### config.mk
export PLATFORM = sky130hd
export DESIGN_NAME = north_waddr
export DESIGN_NICKNAME = d
export VERILOG_FILES = /design/src/rtl/north_axi_pkg.sv /design/src/rtl/north_waddr.sv
export SDC_FILE = /design/constraint.sdc
export NUM_CORES = 1
export LEC_CHECK = 0
export ABC_AREA = 1
export ABC_CLOCK_PERIOD_IN_PS = 5900
export BUFFER_PORTS_ARGS = -buffer_cell sky130_fd_sc_hd__buf_2
export CAP_MARGIN = 10
export CORE_MARGIN = 10
export CORE_UTILIZATION = 57
export DETAILED_ROUTE_END_ITERATION = 10
export GPL_TIMING_DRIVEN = 0
export PLACE_DENSITY = 0.89
export SKIP_CTS_REPAIR_TIMING = 1
export SLEW_MARGIN = 20
export SYNTH_ARGS = -nofsm -noshare
export SYNTH_HDL_FRONTEND = slang
export SYNTH_SLANG_ARGS = --single-unit
### constraint.sdc
create_clock -name clk -period 5.9 [get_ports clk]
set_input_delay 0.885 -clock clk [delete_from_list [all_inputs] [get_ports clk]]
set_output_delay 0.885 -clock clk [all_outputs]
set_load 0.02 [all_outputs]
### src/rtl/north_axi_pkg.sv
// Shared AXI write-address constants and FSM state type
// for the north GDMA write path.
package north_axi_pkg;

  localparam int ADDR_W       = 49;
  localparam int BEAT_BYTES   = 4;
  localparam int WORDS_PER_4K = 1024;
  localparam int WADDR_W      = ADDR_W - $clog2(BEAT_BYTES);
  localparam int CNT_W        = 31;

  localparam logic [2:0] AXI_SIZE_4B    = 3'b010;
  localparam logic [1:0] AXI_BURST_INCR = 2'b01;

  typedef enum logic [1:0] {
    ST_IDLE,
    ST_CALC,
    ST_ISSUE
  } waddr_state_e;

endpackage

### src/rtl/north_waddr.sv
// AXI write-address generator: splits an N-beat transfer
// into INCR bursts that never cross a 4 KB boundary.
module north_waddr
  import north_axi_pkg::*;
#(
  parameter int MAX_BURST = 256
) (
  input  logic              clk,
  input  logic              rst,
  input  logic [ADDR_W-1:0] start_addr,
  input  logic [31:0]       length,
  input  logic              op_start,
  output logic              gdma_addr_done,
  output logic [ADDR_W-1:0] gdma_ddr_awaddr,
  output logic [7:0]        gdma_ddr_awlen,
  output logic [2:0]        gdma_ddr_awsize,
  output logic [1:0]        gdma_ddr_awburst,
  output logic              gdma_ddr_awvalid,
  input  logic              gdma_ddr_awready
);

  waddr_state_e       state_q;
  logic [WADDR_W-1:0] word_q;
  logic [CNT_W-1:0]   rem_q;
  logic               done_q;
  logic               awvalid_q;
  logic [ADDR_W-1:0]  awaddr_q;
  logic [7:0]         awlen_q;

  logic [10:0]        room;
  logic [CNT_W-1:0]   room_w;
  logic [CNT_W-1:0]   max_w;
  logic [CNT_W-1:0]   beats;

  // Low address/length bits are beat-aligned and unused.
  logic unused_bits;
  assign unused_bits = ^{start_addr[1:0], length[1:0]};

  // Words left before the next 4 KB page boundary (1..1024).
  assign room   = 11'(WORDS_PER_4K) - {1'b0, word_q[9:0]};
  assign room_w = CNT_W'(room);
  assign max_w  = CNT_W'(MAX_BURST);

  // Burst size is the smallest of cap, page room and remainder.
  always_comb begin
    beats = rem_q;
    if (room_w < beats) beats = room_w;
    if (max_w < beats) beats = max_w;
  end

  // Burst sequencing FSM with registered AW outputs.
  always_ff @(posedge clk) begin
    if (rst) begin
      state_q   <= ST_IDLE;
      word_q    <= '0;
      rem_q     <= '0;
      done_q    <= 1'b1;
      awvalid_q <= 1'b0;
      awaddr_q  <= '0;
      awlen_q   <= '0;
    end else begin
      unique case (state_q)
        ST_IDLE: begin
          if (op_start) begin
            word_q  <= start_addr[ADDR_W-1:2];
            rem_q   <= {1'b0, length[31:2]} + 31'd1;
            done_q  <= 1'b0;
            state_q <= ST_CALC;
          end
        end
        ST_CALC: begin
          awaddr_q  <= {word_q, 2'b00};
          awlen_q   <= 8'(beats - 31'd1);
          awvalid_q <= 1'b1;
          state_q   <= ST_ISSUE;
        end
        ST_ISSUE: begin
          if (gdma_ddr_awready) begin
            awvalid_q <= 1'b0;
            word_q    <= word_q + WADDR_W'(beats);
            rem_q     <= rem_q - beats;
            if (rem_q == beats) begin
              done_q  <= 1'b1;
              state_q <= ST_IDLE;
            end else begin
              state_q <= ST_CALC;
            end
          end
        end
        default: state_q <= ST_IDLE;
      endcase
    end
  end

  assign gdma_addr_done   = done_q;
  assign gdma_ddr_awaddr  = awaddr_q;
  assign gdma_ddr_awlen   = awlen_q;
  assign gdma_ddr_awsize  = AXI_SIZE_4B;
  assign gdma_ddr_awburst = AXI_BURST_INCR;
  assign gdma_ddr_awvalid = awvalid_q;

endmodule
==> results.md <==
- Placeable Area: 0.0186 sq mm
- RR Endpoint: word_q[23]$_SDFFE_PP0P_
- Clock Pin Slew Worst Setup and Hold Paths: 0.06 ns
- Drt pass-1 iters: 5
- TNS Setup: 0 ns
- Worst Skew: 0.00811 ns
- Met1 Routed Length: 15500 um
- Initial antenna violation count: 0
- Detailed Place HPWL: 32000 um
- Critical Path Source Type: flop
- Main area contributors after synthesis: dfxtp_1 25%, nand2_1 9.9%, ha_1 8.7%, o21ai_0 8.0%, a21oi_1 7.9%
- Clock Tree Buf Depth: 2
- Most frequent cell after synthesis: nand2_1
- Final setup violation count: 0
- Root Buffer: clkbuf_16
- Area occupied by multi-input gates: 0.00722 sq mm
- Peak per-stage delay on the critical path: 0.37 ns
- Async SR Flop Fraction: 0%
- Cell variety after synth: 52
- Tot GR Track Use: 32.3%
- R2r worst-path depth: 38
- Vias in the first global route: 12200
- Reg power frac: 29.1%
- Area growth syn-to-layout: 17.2%
- Reg-to-reg slack, setup: 0.41 ns
- Dpl cell area: 0.0119 sq mm
- Sw Share: 41.9%
- RSZ-0062 raised after global routing: true
- Most common cell on crit path: nand2_1
- PwrDens: 312 mW/mm^2
- Placer Congestion: 1.01
- Via density: 5.97
- Most frequent cells after synthesis: 286 x nand2_1, 196 x inv_1, 182 x nor2_1, 172 x o21ai_0, 170 x a21oi_1
- Met3 routed WL: 4040 um
- Main synth FF type: dfxtp_1
- Tmin final: 5.49 ns
- Synth top area share: 25.4%
- Combinational power share: 40.9%
- Part of the cycle the worst path needs: 93.1%
- Crit-path max FO: 10
- ANT cells: 0
- Sw Pwr: 1.65 mW
- Top layer in use: met4
- Via count: 12700
- I/O pin cnt: 149
- Layout cells sized above 1: 12.6%
- CTS tree: yes
- Reg-to-Reg Start: word_q[0]$_SDFFE_PP0P_
- Setup crit end kind: flop
- Hold endpoint: word_q[45]$_SDFFE_PP0P_
- Hold crit path type: reg -> reg
- Detail Route met2 WL: 19400 um
- Min-delay src: word_q[45]$_SDFFE_PP0P_
- Worst hold path depth: 2
- Fill cells: 1688
- Arrival time worst endpoint: 5.83 ns
- Clock buffer count from CTS: 17
- Remaining Overflow, GRT: 0
- #FFs+latches synth: 137
- First-pass GRT wire length: 62900 um
- Max-cap viol count: 0
- YS warnings: 0
- Slowest cell on crit path: a21oi_1
- Layout Nets: 2038
- Die extent in y: 158 um
- DRC viols: 0
- Max Slew Vio Count: 0
- Worst Tran Pin Value: 1.03 ns
- Initial Util: 57.9%
- Fin util: 67.8%
- Worst skew pair latency: 0.44 ns
- Syn Area/Cell: 6.46 sq um
- Final hold vios: 0
- Cell Rows: 50
- PortBufs: 136
- Post-Synthesis Cells: 1671
- Register area: 0.00274 sq mm
- Total Wirelength: 41300 um
- Outcome: finished clean
- H-tree level count: 4
- Cell accounting for the most synthesized area: dfxtp_1
- Die width: 158 um
- Worst IR drop on VDD: 0.000229 V
- Die ar.: 0.0248 sq mm
- Placement Setup Slack: 0.185 ns
- Drt first-iter violations: 1376
- Max_slew headroom: 31.0%
- Post-Synthesis Cell Area: 0.0108 sq mm
- Register area share after synthesis: 25.4%
- Wire per inst: 19.4 um
- Leak: 5.93 nW
- Setup CP Type: reg -> reg
- Post-route ant nets: 0
- Largest net degree at the start of global routing: 17
- P_int: 2.29 mW
- Final setup margin: 0.406 ns
- Maximum clock rate: 182 MHz
- EDFF count, synth: 0
- CP required: 6.24 ns
- Clock sinks: 137
- Finished Cell Area: 0.0126 sq mm
- Clk pwr share: 30.0%
==> worst max path at each step <==
stage	start	end	slack, ns	depth (start not counted)
finish	word_q[0]$_SDFFE_PP0P_	word_q[23]$_SDFFE_PP0P_	0.41	38
global route	word_q[0]$_SDFFE_PP0P_	word_q[23]$_SDFFE_PP0P_	-0.006	38
CTS	word_q[1]$_SDFFE_PP0P_	word_q[34]$_SDFFE_PP0P_	0.15	39
detailed placement	word_q[1]$_SDFFE_PP0P_	word_q[34]$_SDFFE_PP0P_	0.19	39
global placement	word_q[1]$_SDFFE_PP0P_	word_q[34]$_SDFFE_PP0P_	0.24	40
floorplan	word_q[1]$_SDFFE_PP0P_	word_q[34]$_SDFFE_PP0P_	1.39	40
==> critical path: cells and delay by family (launching register included) <==
kind,cells,cell delay [ns]
adder cells (fa/ha/maj),3,0.69
flip-flops,1,0.33
AO/OA/AOI/OAI,8,1.51
AND/OR/NAND/NOR,24,2.43
buffers and inverters,3,0.41
==> metal layers <==
metal,vias to the layer above,global-route usage (%)
met1,5751,36.7
met2,732,55.1
met4,0,18.4
li1,6028,-
met3,156,7.00
met5,-,0
==> through the flow <==
step | instances | power, mW | hold WS [ns]
floorplan | 1719 | 2.22 | 0.426
global placement | 2089 | 2.65 | 0.436
detailed placement | 2089 | 2.68 | 0.441
CTS | 2120 | 3.85 | 0.453
global route | 2122 | 4.14 | 0.487
finish | 2122 | 3.95 | 0.457
==> layout by cell type, fill, tap and decap left out, types with 10 or more instances in the layout <==
cell / n
nand3_1: 92
xor2_1: 31
nor2_1: 178
inv_1: 193
buf_2: 139
a21oi_1: 164
buf_1: 12
clkbuf_1: 43
o211ai_1: 29
nand4_1: 20
o21ai_0: 172
conb_1: 50
nor4_1: 11
o31ai_1: 16
clkbuf_16: 17
nand2_1: 285
a31oi_1: 22
xnor2_1: 22
ha_1: 75
inv_2: 10
nor3_1: 21
dfxtp_1: 137
o21ai_1: 22
==> flip-flops by register name, indices dropped and copies added (netlist names) <==
name / count
rem_q: 31
word_q: 47
gdma_ddr_awaddr: 47
gdma_addr_done: 1
state_q: 2
gdma_ddr_awvalid: 1
gdma_ddr_awlen: 8
==> layout make-up <==
| type | count | share of cell area [%] |
|---|---|---|
| Sequential cell | 137 | 21.7 |
| Buffer | 67 | 2.34 |
| Clock buffer | 20 | 3.69 |
| Tap cell | 234 | 2.32 |
| Timing Repair Buffer | 138 | 5.50 |
| Multi-Input combinational cell | 1312 | 57.1 |
| Inverter | 203 | 6.02 |
| Clock inverter | 11 | 1.35 |
==> cells by family after synthesis <==
kind of cell    synth area share (%)
compound gates                  24.4
xor+xnor                        4.38
fa+ha+maj                       9.07
buf+inv                         9.81
flops                           25.4
other cells                   0.0696
simple gates                    26.9
==> power groups by stage <==
stage,Combinational (mW),Sequential (mW),Clock [mW]
2_1_floorplan,1.03,1.19,0
3_3_place_gp,1.49,1.16,0
3_5_place_dp,1.52,1.16,0
4_1_cts,1.54,1.14,1.17
5_1_grt,1.77,1.16,1.22
6_report,1.62,1.15,1.18
Note: power is estimated with default switching activity, not from simulation.
